**src/rtl/burst_beat_counter_if.sv**
```systemverilog
// rtl/burst_beat_counter_if.sv - beat-counter control/status bundle between transfer FSM and counter
//
// Purpose: groups the burst control inputs and counter status outputs.
//   master modport: transfer FSM side (drives i_*, observes o_*)
//   slave  modport: burst_beat_counter side (observes i_*, drives o_*)
// Signals:
//   i_start  start burst (honoured only while the counter is idle)
//   i_len    burst length minus one, latched on an accepted start
//   i_wrap   1 = auto-reload, 0 = one-shot, latched on an accepted start
//   i_run    one beat transferred this cycle (valid & ready)
//   o_count  beats already counted in the current burst
//   o_busy   counter is in a burst
//   o_done   1-cycle pulse, cycle after the last beat
//   o_err    1-cycle pulse on misuse
//   o_bursts, o_err_sticky  completed-burst count / sticky error (BURST_CNT_STATUS_EN only)
// Optional feature macro: BURST_CNT_STATUS_EN

interface burst_beat_counter_if #(
    parameter int CNT_WIDTH = 8
);
    logic                 i_start;
    logic [CNT_WIDTH-1:0] i_len;
    logic                 i_wrap;
    logic                 i_run;
    logic [CNT_WIDTH-1:0] o_count;
    logic                 o_busy;
    logic                 o_done;
    logic                 o_err;
`ifdef BURST_CNT_STATUS_EN
    logic [15:0]          o_bursts;
    logic                 o_err_sticky;
`endif

    modport master (
        output i_start, i_len, i_wrap, i_run,
`ifdef BURST_CNT_STATUS_EN
        input  o_bursts, o_err_sticky,
`endif
        input  o_count, o_busy, o_done, o_err
    );

    modport slave (
        input  i_start, i_len, i_wrap, i_run,
`ifdef BURST_CNT_STATUS_EN
        output o_bursts, o_err_sticky,
`endif
        output o_count, o_busy, o_done, o_err
    );
endinterface

```
**src/rtl/burst_beat_counter.sv**
```systemverilog
// rtl/burst_beat_counter.sv - burst beat counter with one-shot/auto-reload modes and misuse flag
//
// Purpose: counts handshaked beats of a burst whose length is loaded at burst
// start; pulses o_done the cycle after the last beat and o_err on misuse.
// Ports:
//   clk       clock, posedge
//   arst      asynchronous reset, active-high
//   restartn  synchronous clear, active-low (wins over any bus activity)
//   bus       burst_beat_counter_if.slave (i_start/i_len/i_wrap/i_run in,
//             o_count/o_busy/o_done/o_err out)
// Optional feature macro: BURST_CNT_STATUS_EN adds o_bursts and o_err_sticky.

module burst_beat_counter #(
    parameter int CNT_WIDTH = 8
) (
    input  logic                 clk,
    input  logic                 arst,
    input  logic                 restartn,
    burst_beat_counter_if.slave  bus
);

    typedef enum logic {
        IDLE  = 1'b0,
        COUNT = 1'b1
    } state_t;

    state_t               state_q, state_d;
    logic [CNT_WIDTH-1:0] count_q, count_d;
    logic [CNT_WIDTH-1:0] len_q,   len_d;
    logic                 wrap_q,  wrap_d;
    logic                 done_q,  done_d;
    logic                 err_q,   err_d;

    always_ff @(posedge clk or posedge arst) begin
        if (arst) begin
            state_q <= IDLE;
            count_q <= '0;
            len_q   <= '0;
            wrap_q  <= 1'b0;
            done_q  <= 1'b0;
            err_q   <= 1'b0;
        end else begin
            state_q <= state_d;
            count_q <= count_d;
            len_q   <= len_d;
            wrap_q  <= wrap_d;
            done_q  <= done_d;
            err_q   <= err_d;
        end
    end

    always_comb begin
        state_d = state_q;
        count_d = count_q;
        len_d   = len_q;
        wrap_d  = wrap_q;
        done_d  = 1'b0;
        err_d   = 1'b0;

        if (!restartn) begin
            state_d = IDLE;
            count_d = '0;
            len_d   = '0;
            wrap_d  = 1'b0;
        end else begin
            case (state_q)
                IDLE: begin
                    // A beat while idle (including the start cycle itself) is never counted.
                    err_d = bus.i_run;
                    if (bus.i_start) begin
                        len_d   = bus.i_len;
                        wrap_d  = bus.i_wrap;
                        count_d = '0;
                        state_d = COUNT;
                    end
                end
                COUNT: begin
                    // Restart attempts mid-burst are flagged but leave len/mode untouched.
                    err_d = bus.i_start;
                    if (bus.i_run) begin
                        // Compare before increment so len = all-ones never overflows.
                        if (count_q == len_q) begin
                            done_d  = 1'b1;
                            count_d = '0;
                            if (!wrap_q) begin
                                state_d = IDLE;
                            end
                        end else begin
                            count_d = count_q + 1'b1;
                        end
                    end
                end
                default: state_d = IDLE;
            endcase
        end
    end

    assign bus.o_count = count_q;
    assign bus.o_busy  = (state_q == COUNT);
    assign bus.o_done  = done_q;
    assign bus.o_err   = err_q;

`ifdef BURST_CNT_STATUS_EN
    logic [15:0] bursts_q, bursts_d;
    logic        sticky_q, sticky_d;

    // Status tracks the pulse it summarises, so it updates on the same edge as o_done/o_err.
    always_comb begin
        bursts_d = bursts_q;
        sticky_d = sticky_q | err_d;
        if (done_d && (bursts_q != 16'hFFFF)) begin
            bursts_d = bursts_q + 16'd1;
        end
        if (!restartn) begin
            bursts_d = '0;
            sticky_d = 1'b0;
        end
    end

    always_ff @(posedge clk or posedge arst) begin
        if (arst) begin
            bursts_q <= '0;
            sticky_q <= 1'b0;
        end else begin
            bursts_q <= bursts_d;
            sticky_q <= sticky_d;
        end
    end

    assign bus.o_bursts     = bursts_q;
    assign bus.o_err_sticky = sticky_q;
`endif

endmodule
```
**src/flat_wrapper.sv**
```systemverilog
// flat-port wrapper written by rule: the top's interface ports become plain ports
module burst_beat_counter_flat 
#(
    parameter int CNT_WIDTH = 8
)
  (clk, arst, restartn, bus_i_start, bus_i_len, bus_i_wrap, bus_i_run, bus_o_count, bus_o_busy, bus_o_done, bus_o_err);
  burst_beat_counter_if #(.CNT_WIDTH(CNT_WIDTH)) bus_i ();
  input  logic clk;
  input  logic arst;
  input  logic restartn;
  input wire logic [$bits(bus_i.i_start)-1:0] bus_i_start;
  input wire logic [$bits(bus_i.i_len)-1:0] bus_i_len;
  input wire logic [$bits(bus_i.i_wrap)-1:0] bus_i_wrap;
  input wire logic [$bits(bus_i.i_run)-1:0] bus_i_run;
  output wire logic [$bits(bus_i.o_count)-1:0] bus_o_count;
  output wire logic [$bits(bus_i.o_busy)-1:0] bus_o_busy;
  output wire logic [$bits(bus_i.o_done)-1:0] bus_o_done;
  output wire logic [$bits(bus_i.o_err)-1:0] bus_o_err;
  assign bus_i.i_start = bus_i_start;
  assign bus_i.i_len = bus_i_len;
  assign bus_i.i_wrap = bus_i_wrap;
  assign bus_i.i_run = bus_i_run;
  assign bus_o_count = bus_i.o_count;
  assign bus_o_busy = bus_i.o_busy;
  assign bus_o_done = bus_i.o_done;
  assign bus_o_err = bus_i.o_err;
  burst_beat_counter #(.CNT_WIDTH(CNT_WIDTH)) u_core (.clk(clk), .arst(arst), .restartn(restartn), .bus(bus_i));
endmodule
```
**config.mk**
```make
export PLATFORM = sky130hd
export DESIGN_NAME = burst_beat_counter_flat
export DESIGN_NICKNAME = d
export VERILOG_FILES = /design/src/rtl/burst_beat_counter_if.sv /design/src/rtl/burst_beat_counter.sv /design/src/flat_wrapper.sv
export SDC_FILE = /design/constraint.sdc
export NUM_CORES = 1
export LEC_CHECK = 0
export CORE_MARGIN = 2
export CORE_UTILIZATION = 56
export DETAILED_ROUTE_END_ITERATION = 10
export DONT_BUFFER_PORTS = 1
export PLACE_DENSITY = 0.71
export SLEW_MARGIN = 20
export SYNTH_ARGS = -nofsm -noshare
export SYNTH_HDL_FRONTEND = slang
export SYNTH_SLANG_ARGS = --single-unit
```
**constraint.sdc**
```tcl
create_clock -name clk -period 2.3 [get_ports clk]
set_clock_uncertainty 0.1 [all_clocks]
set_input_delay 0 -clock clk [delete_from_list [all_inputs] [get_ports clk]]
set_output_delay 0 -clock clk [all_outputs]
set_load 0.01 [all_outputs]
```
==> results of run 1 <==
## worst max-delay path: cells and delay by family (launching register included)
| family | cells | cell delay, ns |
|---|---|---|
| compound gates | 1 | 0.07 |
| simple gates | 2 | 0.70 |
| xor+xnor | 1 | 0.20 |
| buf+inv | 1 | 0.55 |
| flops | 1 | 0.48 |
## worst min-delay path by stage
stage,from,end,slack (ns),cells after the start
after floorplan,arst,u_core.bus.o_busy,-0.14,1
after global placement,arst,u_core.bus.o_err,-0.05,1
after detailed placement,arst,u_core.bus.o_err,-0.03,1
after CTS,bus_i_start,u_core.len_q[1],0.003,3
after global routing,bus_i_start,u_core.len_q[4],0.06,3
final,bus_i_start,u_core.len_q[7],0.003,3
## repair_timing
| action | 4_1_cts | 5_1_grt |
|---|---|---|
| setup endpoints to repair | 0 | 1 |
| endpoints found under the hold margin | 40 | 0 |
| gates resized for setup | 0 | 7 |
| hold buffers | 18 | 0 |
## flip-flops by register name, summed over array words and instances (netlist names)
signal / cells
u_core.bus.o_busy: 1
u_core.bus.o_count: 8
u_core.bus.o_done: 1
u_core.bus.o_err: 1
u_core.len_q: 8
u_core.wrap_q: 1
## kinds of logic after synthesis
| logic type | Yosys count |
|---|---|
| AOI/OAI and AO/OA | 27 |
| xor gates and xnor gates | 13 |
| adders and majority gates | 1 |
| buffers and inverters | 9 |
| DFF | 20 |
| muxes | 3 |
| and+or+nand+nor | 39 |
## area by class of cell
cell class                 instances  area, um^2
clock buffer                       3        22.5
fill                             136         468
inverter                           3        11.3
multi-input combinational         83         534
sequential                        20         507
tap                               25        31.3
timing repair buffer              19         190
## through the flow
step | power, W | utilization | instance area (um^2) | setup WS [ns]
after detailed placement | 0.000464 | 0.613 | 1080 | 0.486
after global routing | 0.000691 | 0.735 | 1300 | 0.0127
after floorplan | 0.000451 | - | 1070 | 0.567
after global placement | 0.000461 | 0.613 | 1080 | 0.482
final | 0.000656 | 0.735 | 1300 | 0.0952
after CTS | 0.000656 | 0.728 | 1280 | 0.0334
## per-layer routing
layer	vias to the layer above	wire length [um]
li1	420	-
met3	6	102
met4	0	53
met2	21	961
met5	-	0
met1	417	1080
## cells in the mapped netlist
master,count
xnor2_1,5
nor2_1,2
nand3_1,3
inv_1,3
a221o_1,1
buf_2,1
and4_1,2
or4_4,1
nand4_1,1
nor3_1,1
nor4_1,2
ha_1,1
mux2i_1,2
dfrtp_1,20
a22o_1,1
and2_1,1
nor2b_1,2
o21ai_0,2
nand2b_1,1
mux2_2,1
a21oi_1,9
nand2_1,22
xor2_1,8
a21boi_0,9
or4_1,1
o211ai_2,1
a211oi_1,4
buf_6,1
clkbuf_1,4
## power by group through the flow
stage / Sequential [W] / Clock, W / Combinational, W
floorplan: 0.000382 / 0 / 0.0000691
global placement: 0.000384 / 0 / 0.0000775
detailed placement: 0.000384 / 0 / 0.0000797
CTS: 0.000377 / 0.000168 / 0.000111
global route: 0.000379 / 0.000183 / 0.000128
finish: 0.000377 / 0.000166 / 0.000114
==> metrics.md, run 1 <==
| Metric | Value |
|---|---|
| RR Startpoint | `u_core.bus.o_count[6]` |
| CTS Root Cell | `clkbuf_4` |
| Syn avg cell area | `~9.6 um^2` |
| Num CTS Buffers | `3` |
| Postcts setup bufs | `0` |
| Crit path kind | `register to register` |
| Final TNS setup | `0 ns` |
| Highest Clock Rate | `0.454 GHz` |
| R2r setup slk | `approximately 0.095 ns` |
| Gpl congestion | `between 0.7 and 0.8` |
| Mapped Cells | `about 110` |
| Met2 Use GR | `0.376` |
| Dpl cells | `~130` |
| CTS Buffer Depth | `2` |
| RSZ-0062 raised after global routing | `no` |
| Via density | `approximately 5.6` |
| DRC | `0` |
| Final std cells w/o fill | `~150` |
| Antenna Cells | `0` |
| Drt total wl | `around 2.2 mm` |
| Logic gate share of total power | `0.173` |
| Simple-Gate Fraction of Synth Area | `0.177` |
| M3 GR Usage | `0.0566` |
| Cell leakage power | `0.569 nW` |
| Crit path max fanout | `4` |
| Max-slew violations | `0` |
| Worst relative slew slack | `0.523` |
| Sw Ratio | `0.269` |
| Met1 Track Usage GR | `0.322` |
| Pre-Repair DR Iteration Count | `3` |
| Antenna-violating nets left | `0` |
| Initial Utilization | `0.609` |
| H-tree level count | `1` |
| Mapped Nets | `127` |
| Sink Count | `20` |
| Die Height | `about 48 um` |
| DP Wirelength | `around 1.6 mm` |
| Crit end category | `register` |
| Final hold violations | `0` |
| Clk slew on worst S/H paths | `approximately 0.11 ns` |
| Ranking of synthesized cells by area | `dfrtp_1 47%, nand2_1 7.7%, xor2_1 6.5%` |
| Flop pwr share | `0.574` |
| Max-cap violation count | `0` |
| Core Region | `between 1500 and 2000 um^2` |
| Synth area leader | `dfrtp_1` |
| Initial antenna violation count | `0` |
| Int Power | `around 0.00048 W` |
| Vias in the first global route | `around 870` |
| Worst hold path class | `input pin to register` |
| Cells along the critical path | `xor2_1, or4_4, nor2_2, a21oi_1, dlygate4sd3_1` |
| Clk pwr share | `0.253` |
| Worst path slowest cell | `or4_4` |
| End of the critical path | `u_core.bus.o_busy` |
| Grt peak-use layer | `met2` |
| Worst Path Arrival | `2.30 ns` |
| Die ar. | `between 2000 and 2500 um^2` |
| Global-route usage over all layers | `0.244` |
| First-pass GRT wire length | `3.82 mm` |
| R2r worst-path depth | `5` |
| Synthesized flop and latch total | `20` |
| Synth unique cells | `29` |
| Drt wl/cell | `14.4 um` |
| Most frequent cells in the layout | `22 x nand2_1, 17 x dlygate4sd3_1, 15 x dfrtp_1` |
| Worst-Margin Slew | `~0.71 ns` |
| Setup crit start | `u_core.bus.o_count[6]` |
| Switch Pwr | `0.000176 W` |
| Final net count | `145` |
| Worst Path Required | `2.39 ns` |
| Sequential cell area fraction in the yosys report | `0.466` |
| Most common cell after layout, fill and taps aside | `nand2_1` |
| Number of core rows | `15` |
| PD cells | `506 nW/um^2` |
| GRT overflow | `0` |
| Minimum clock period | `2.20 ns` |
| Status | `finished clean` |
| VDD IR max | `about 420 uV` |
| Yosys warns | `0` |
| Largest family of logic cells by synthesized area | `simple AND/OR/NAND/NOR gates` |
| Clock insertion delay at the later pin of the skew report | `approximately 0.30 ns` |
| Fin crit share | `0.959` |
| # IOs | `25` |
| Post-synth top area share | `0.466` |
| Compound-Gate Fraction of Synth Area | `0.171` |
| Final setup viols | `0` |
| Port Buffers | `0` |
| Crit path largest cell delay | `0.56 ns` |
| Iteration-0 DRC Markers | `13` |
| Routed via count | `~860` |
| XOR/XNOR share of the synthesized area | `0.106` |
| Die width | `about 48 um` |
| RR Endpoint | `u_core.bus.o_busy` |
| Layout area overhead | `20.6%` |
| CP Launch Type | `register` |
| Layout cells sized above 1 | `0.102` |
| Final hold slack | `0.00298 ns` |
| Largest net degree at the start of global routing | `22` |
| Post-Syn Area | `1070 um^2` |
| Portion of netlist area occupied by mux cells | `0.0291` |
| Synth Area in Adders | `0.0116` |
| CTS tree | `done` |
Power figures use the tool's default switching activity.
==> run 2, diff against run 1 <==
--- a/config.mk
+++ b/config.mk
@@ -5,8 +5,9 @@
 export SDC_FILE = /design/constraint.sdc
 export NUM_CORES = 1
 export LEC_CHECK = 0
-export CORE_MARGIN = 2
+export CORE_MARGIN = 5
 export CORE_UTILIZATION = 56
+export CTS_CLUSTER_SIZE = 8
 export DETAILED_ROUTE_END_ITERATION = 10
 export DONT_BUFFER_PORTS = 1
 export PLACE_DENSITY = 0.71
==> run 2 against run 1 <==
The run now ends with hold timing left; worst setup slack improved by 0.0066 ns; sequential share of layout area decreased by 1.9 points; highest routed layer unchanged; via count increased by 5.7%; combinational power about the same; global-route usage decreased by 3.7 points; cell area increased by 5.1%; register-to-register slack about the same; core utilization increased by 2.9 points; final cell count increased by 3.9%; worst hold slack got worse by 0.043 ns; clock-buffer cell count increased by 1.
==> metrics.md, run 2 (synthesis gave the netlist of run 1 again) <==
| Metric | Value |
|---|---|
| Footprint of the multi-input gates | `537 um^2` |
| Crit path kind | `register to register` |
| Register Area | `approximately 510 um^2` |
| Status | `finished, violations left` |
| Die ar. | `slightly below 3000 um^2` |
| Most frequent cells in the layout | `22 x nand2_1, 22 x dlygate4sd3_1, 15 x dfrtp_1` |
| Logic gate share of total power | `0.163` |
| H-tree level count | `1` |
| Highest Clock Rate | `~0.45 GHz` |
| Crit path max fanout | `4` |
| Number of core rows | `15` |
| Crit path largest cell delay | `between 0.5 and 0.6 ns` |
| First-pass GRT wire length | `approximately 4.2 mm` |
| Switch Pwr | `around 0.00018 W` |
| Final hold violations | `2` |
| # IOs | `25` |
| Layout filler cell count | `about 130` |
| Hold depth | `3` |
| Max-cap violation count | `0` |
| CTS Buffer Depth | `2` |
| Hold_sp | `bus_i_start` |
| CTS tree | `done` |
| VDD IR max | `around 420 uV` |
| Layout area overhead | `26.8%` |
| Sw Ratio | `0.262` |
| Postcts setup bufs | `0` |
| Die width | `about 54 um` |
| CTS Root Cell | `clkbuf_4` |
| Int Power | `0.000520 W` |
| Failing checks | `hold timing` |
| Num CTS Buffers | `3` |
| Worst path slowest cell | `or4_1` |
| Layout cells sized above 1 | `0.112` |
| Final setup viols | `0` |
| Iteration-0 DRC Markers | `11` |
| Drt total wl | `approximately 2.6 mm` |
| Worst-Margin Slew | `~0.73 ns` |
| R2r setup slk | `roughly 0.10 ns` |
| Worst hold path class | `input pin to register` |
| DP Wirelength | `1.61 mm` |
| Clk slew on worst S/H paths | `around 0.11 ns` |
| Final hold slack | `-0.0395 ns` |
| Core Region | `about 1800 um^2` |
| Crit end category | `register` |
| Global-route usage over all layers | `0.207` |
| RSZ-0062 raised after global routing | `no` |
| Cells along the critical path | `xor2_1, or4_1, nor2_2, a21oi_1, dlygate4sd3_1` |
| Gpl congestion | `roughly 0.84` |
| Minimum clock period | `around 2.2 ns` |
| Max-slew violations | `0` |
| Vias in the first global route | `between 900 and 1,000` |
| Antenna-violating nets left | `0` |
| Worst Path Required | `2.40 ns` |
| Fin crit share | `0.956` |
| Clock insertion delay at the later pin of the skew report | `0.31 ns` |
| Worst Hold End | `u_core.len_q[7]` |
| GRT overflow | `0` |
| Antenna Cells | `0` |
| Routed via count | `between 900 and 1,000` |
| R2r worst-path depth | `5` |
| CP Launch Type | `register` |
| Worst relative slew slack | `0.511` |
| Drt wl/cell | `roughly 16 um` |
| RR Endpoint | `u_core.bus.o_busy` |
| Die Height | `53.8 um` |
| Port Buffers | `0` |
| Pre-Repair DR Iteration Count | `4` |
| Sink Count | `20` |
| Via density | `approximately 5.7` |
| Initial Utilization | `0.603` |
| Clk pwr share | `0.294` |
| Final std cells w/o fill | `around 160` |
| Final TNS setup | `0 ns` |
| Dpl cells | `around 130` |
| PD cells | `518 nW/um^2` |
| Cell leakage power | `approximately 0.6 nW` |
| Final net count | `150` |
| Worst Path Arrival | `between 2 and 2.5 ns` |
| RR Startpoint | `u_core.bus.o_count[5]` |
| Largest net degree at the start of global routing | `22` |
| Flop pwr share | `0.543` |
| Initial antenna violation count | `0` |
| DRC | `0` |
## run 2: cell types whose count changed in the layout (fill, tap and decap cells not counted)
cell | before | now
nor2b_1 | 2 | 1
dlygate4sd3_1 | 17 | 22
clkbuf_8 | 0 | 1
nor2b_2 | 0 | 1
## run 2: per-layer routing
metal | global-route usage | vias to the layer above | part of all wire
met4 | 0.102 | 0 | 0.021
li1 | - | 436 | -
met2 | 0.337 | 36 | 0.47
met1 | 0.246 | 436 | 0.42
met5 | 0 | - | 0
met3 | 0.0609 | 5 | 0.082
## run 2: how the worst max path moves through the flow
stage / from / end / slack [ns] / cells after the start
after floorplan: u_core.bus.o_count[2] / u_core.bus.o_count[2] / 0.57 / 5
after global placement: u_core.bus.o_count[6] / u_core.bus.o_count[7] / 0.46 / 4
after detailed placement: u_core.bus.o_count[6] / u_core.bus.o_count[6] / 0.47 / 4
after CTS: u_core.bus.o_count[6] / u_core.bus.o_busy / 0.04 / 5
after global routing: u_core.bus.o_count[5] / u_core.bus.o_busy / 0.04 / 5
final: u_core.bus.o_count[5] / u_core.bus.o_busy / 0.10 / 5
## run 2: cell type report
type,instances,share of cell area
sequential,20,0.372
tap,25,0.0230
clock buffer,4,0.0266
timing repair buffer,24,0.176
inverter,3,0.00826
multi-input combinational,83,0.394
## run 2: metrics by stage
| stage | power, W | utilization | area (um^2) | setup slack, ns |
|---|---|---|---|---|
| floorplan | 0.000451 | - | 1070 | 0.567 |
| global placement | 0.000459 | 0.607 | 1080 | 0.464 |
| detailed placement | 0.000460 | 0.607 | 1080 | 0.465 |
| CTS | 0.000700 | 0.756 | 1350 | 0.0375 |
| global route | 0.000736 | 0.764 | 1360 | 0.0415 |
| finish | 0.000705 | 0.764 | 1360 | 0.102 |
## run 2: timing repair
| action | in CTS | in global routing |
|---|---|---|
| gates resized for setup | 0 | 8 |
| endpoints found under the setup margin | 0 | 8 |
| endpoints found under the hold margin | 40 | 0 |
| hold buffers | 23 | 0 |
## run 2: worst max-delay path: cells and delay by family, from the launching register on
kind | cells | cell delay (ns)
XOR/XNOR | 1 | 0.19
AO/OA/AOI/OAI | 1 | 0.07
AND/OR/NAND/NOR | 2 | 0.70
flip-flops | 1 | 0.47
buffers and inverters | 1 | 0.55
## run 2: power by group through the flow
stage | sequential [W] | combinational [W] | clock (W)
after global routing | 0.000385 | 0.000128 | 0.000223
after floorplan | 0.000382 | 0.0000691 | 0
after CTS | 0.000382 | 0.000110 | 0.000208
after detailed placement | 0.000389 | 0.0000714 | 0
after global placement | 0.000388 | 0.0000703 | 0
final | 0.000383 | 0.000115 | 0.000207
==> run 3, diff against run 2 <==
--- a/config.mk
+++ b/config.mk
@@ -5,13 +5,13 @@
 export SDC_FILE = /design/constraint.sdc
 export NUM_CORES = 1
 export LEC_CHECK = 0
+export ABC_AREA = 1
 export CORE_MARGIN = 5
 export CORE_UTILIZATION = 56
 export CTS_CLUSTER_SIZE = 8
 export DETAILED_ROUTE_END_ITERATION = 10
 export DONT_BUFFER_PORTS = 1
 export PLACE_DENSITY = 0.71
-export SLEW_MARGIN = 20
 export SYNTH_ARGS = -nofsm -noshare
 export SYNTH_HDL_FRONTEND = slang
 export SYNTH_SLANG_ARGS = --single-unit
==> run 3 against run 2 <==
The run now ends clean; synthesized cell count grew 21%; via count grew 3.0%; cell area shrank 6.4%; final cell count grew 13%; die area shrank 1.4%; clock power shrank 23%; critical path depth is the same; highest routed layer unchanged; fmax grew 3.0%; first-iteration DRC count grew to 3.8 times the previous value; worst hold slack gained 0.080 ns; sequential cell count is the same; combinational power grew 75%.
==> metrics.md, run 3 <==
| Metric | Value |
|---|---|
| CTS resizes | `0` |
| Cell leakage power | `~0.62 nW` |
| Antenna Cells | `0` |
| Routed via count | `940` |
| Most frequent cells in the layout | `34 x nand2_1, 20 x inv_1, 20 x nand3_1, 20 x dfrtp_1, 18 x dlygate4sd3_1` |
| Syn avg cell area | `roughly 7.8 um^2` |
| Max-cap violation count | `0` |
| Mapped Cells | `around 140` |
| Global-route usage over all layers | `0.203` |
| Final setup viols | `0` |
| DP Wirelength | `~1.6 mm` |
| H-tree level count | `1` |
| Max-slew violations | `0` |
| Largest net degree at the start of global routing | `21` |
| Final std cells w/o fill | `180` |
| Worst-Margin Slew | `0.727 ns` |
| Cells along the critical path | `dlygate4sd3_1, o21ai_0, dlygate4sd3_1, a21oi_1, dlygate4sd3_1` |
| RR Startpoint | `u_core.bus.o_busy` |
| Footprint of the multi-input gates | `465 um^2` |
| Die width | `53.4 um` |
| Post-Syn Area | `1060 um^2` |
| Drt total wl | `between 2 and 2.5 mm` |
| GRT overflow | `0` |
| VDD IR max | `between 400 and 500 uV` |
| Synth area leader | `dfrtp_1` |
| CTS Buffer Depth | `2` |
| Hold depth | `4` |
| CTS tree | `done` |
| Status | `finished clean` |
| Via density | `approximately 5.2` |
| Initial Utilization | `0.599` |
| Fin util | `0.723` |
| Async S/R FF share, synth | `1.00` |
| Clk slew on worst S/H paths | `around 0.11 ns` |
| Mapped Nets | `roughly 150` |
| Worst Path Arrival | `~2.3 ns` |
| Initial antenna violation count | `0` |
| Sequential cell area fraction in the yosys report | `0.474` |
| Port Buffers | `0` |
| Final hold violations | `0` |
| Most frequent cells after synthesis | `34 x nand2_1, 20 x dfrtp_1, 20 x inv_1, 20 x nand3_1, 10 x o21ai_0` |
| Fin crit share | `0.928` |
| Layout area overhead | `20.7%` |
| Most common cell after layout, fill and taps aside | `nand2_1` |
| Layout filler cell count | `139` |
| Num CTS Buffers | `3` |
| Crit end category | `register` |
| # IOs | `25` |
| Crit path kind | `input pin to register` |
| Vias in the first global route | `a little under 1,000` |
| Met1 Track Usage GR | `0.238` |
| EDFF count, synth | `0` |
| Minimum clock period | `2.13 ns` |
| CP Launch Type | `input pin` |
| Synth unique cells | `17` |
| CTS Root Cell | `clkbuf_4` |
| Core Region | `about 1800 um^2` |
| Met2 Use GR | `0.345` |
| Worst Path Required | `around 2.4 ns` |
| Pre-Repair DR Iteration Count | `6` |
| Worst path slowest cell | `dlygate4sd3_1` |
| PD cells | `between 600 and 700 nW/um^2` |
| RR Endpoint | `u_core.bus.o_err` |
| Most common cell in the netlist | `nand2_1` |
| M3 GR Usage | `0.0479` |
| Die ar. | `between 2000 and 3000 um^2` |
| Clock insertion delay at the later pin of the skew report | `0.29 ns` |
| Hold_sp | `bus_i_start` |
| Final net count | `about 170` |
| Yosys warns | `0` |
| Prevailing post-synth register cell | `dfrtp_1` |
| CP most frequent cell | `dlygate4sd3_1` |
| Number of core rows | `15` |
| Drt wl/cell | `about 13 um` |
| Layout cells sized above 1 | `0.0645` |
| Grt peak-use layer | `met2` |
| Worst relative slew slack | `0.515` |
| Die Height | `roughly 53 um` |
| Power Total | `0.000778 W` |
| RSZ-0062 raised after global routing | `no` |
| Crit path max fanout | `13` |
| Synthesized flop and latch total | `20` |
| Post-synth top area share | `0.474` |
| Crit path largest cell delay | `around 0.84 ns` |
| Worst Hold End | `u_core.len_q[4]` |
| Antenna-violating nets left | `0` |
| DRC | `0` |
| Register Area | `500 um^2` |
| First-pass GRT wire length | `4.25 mm` |
| Dpl cells | `approximately 160` |
| Highest Clock Rate | `about 0.47 GHz` |
| Ranking of synthesized cells by area | `dfrtp_1 47%, nand2_1 12%, nand3_1 9.5%` |
| Final TNS setup | `0 ns` |
| Worst hold path class | `input pin to register` |
| Final hold slack | `around 0.040 ns` |
| Sink Count | `20` |
| R2r setup slk | `roughly 0.26 ns` |
| Gpl congestion | `roughly 0.90` |
| Iteration-0 DRC Markers | `42` |
| R2r worst-path depth | `4` |
-- run 3: how the worst max path moves through the flow --
| stage | endpoint | start | slack (ns) | depth (start not counted) |
|---|---|---|---|---|
| finish | u_core.bus.o_err | restartn | 0.17 | 5 |
| detailed placement | u_core.bus.o_count[6] | u_core.bus.o_count[0] | 0.79 | 7 |
| global placement | u_core.bus.o_count[6] | u_core.bus.o_count[1] | 0.82 | 7 |
| CTS | u_core.bus.o_err | restartn | 0.23 | 5 |
| floorplan | u_core.bus.o_count[6] | u_core.bus.o_count[0] | 0.98 | 7 |
| global route | u_core.bus.o_err | restartn | 0.02 | 5 |
-- run 3: logic make-up (layout without fill, tap and decap cells) --
family | count (synthesis) | after routing | share of synthesized area
adder cells (fa/ha/maj) | 1 | 1 | 0.0118
AND/OR/NAND/NOR | 69 | 69 | 0.293
XOR/XNOR | 6 | 6 | 0.0498
AO/OA/AOI/OAI | 18 | 18 | 0.0865
flip-flops | 20 | 20 | 0.474
buffers and inverters | 22 | 41 | 0.0853
-- run 3: cell type report --
class	instances	share of cell area
Inverter	20	0.0589
Multi-Input combinational cell	94	0.365
Timing Repair Buffer	18	0.141
Clock buffer	3	0.0177
Tap cell	25	0.0245
Sequential cell	20	0.393
-- run 3: worst max-delay path: cells and delay by family --
kind,cells,cell delay [ns]
AOI/OAI and AO/OA,2,0.28
buffers and inverters,3,1.98
-- run 3: per-layer routing --
layer	vias to the layer above	routed length, um
met5	-	0
met4	0	32
met3	4	192
met2	42	1100
met1	424	1030
li1	470	-
-- run 3: metrics by stage --
step / setup WS (ns) / instance area [um^2]
2_1_floorplan: 0.980 / 1060
3_3_place_gp: 0.822 / 1070
3_5_place_dp: 0.792 / 1070
4_1_cts: 0.233 / 1270
5_1_grt: 0.0173 / 1270
6_report: 0.166 / 1270
-- run 3: report_power, final --
part / internal, W / switching, W / leakage (nW) / total (W)
registers: 0.000383 / 0.0000353 / 0.272 / 0.000419
clock network: 0.0000608 / 0.0000978 / 0.0138 / 0.000159
logic: 0.0000791 / 0.000122 / 0.331 / 0.000201
-- run 3: timing repair --
item,4_1_cts,5_1_grt
hold endpoints to repair,40,0
buffers inserted,0,0
hold buffers,18,0
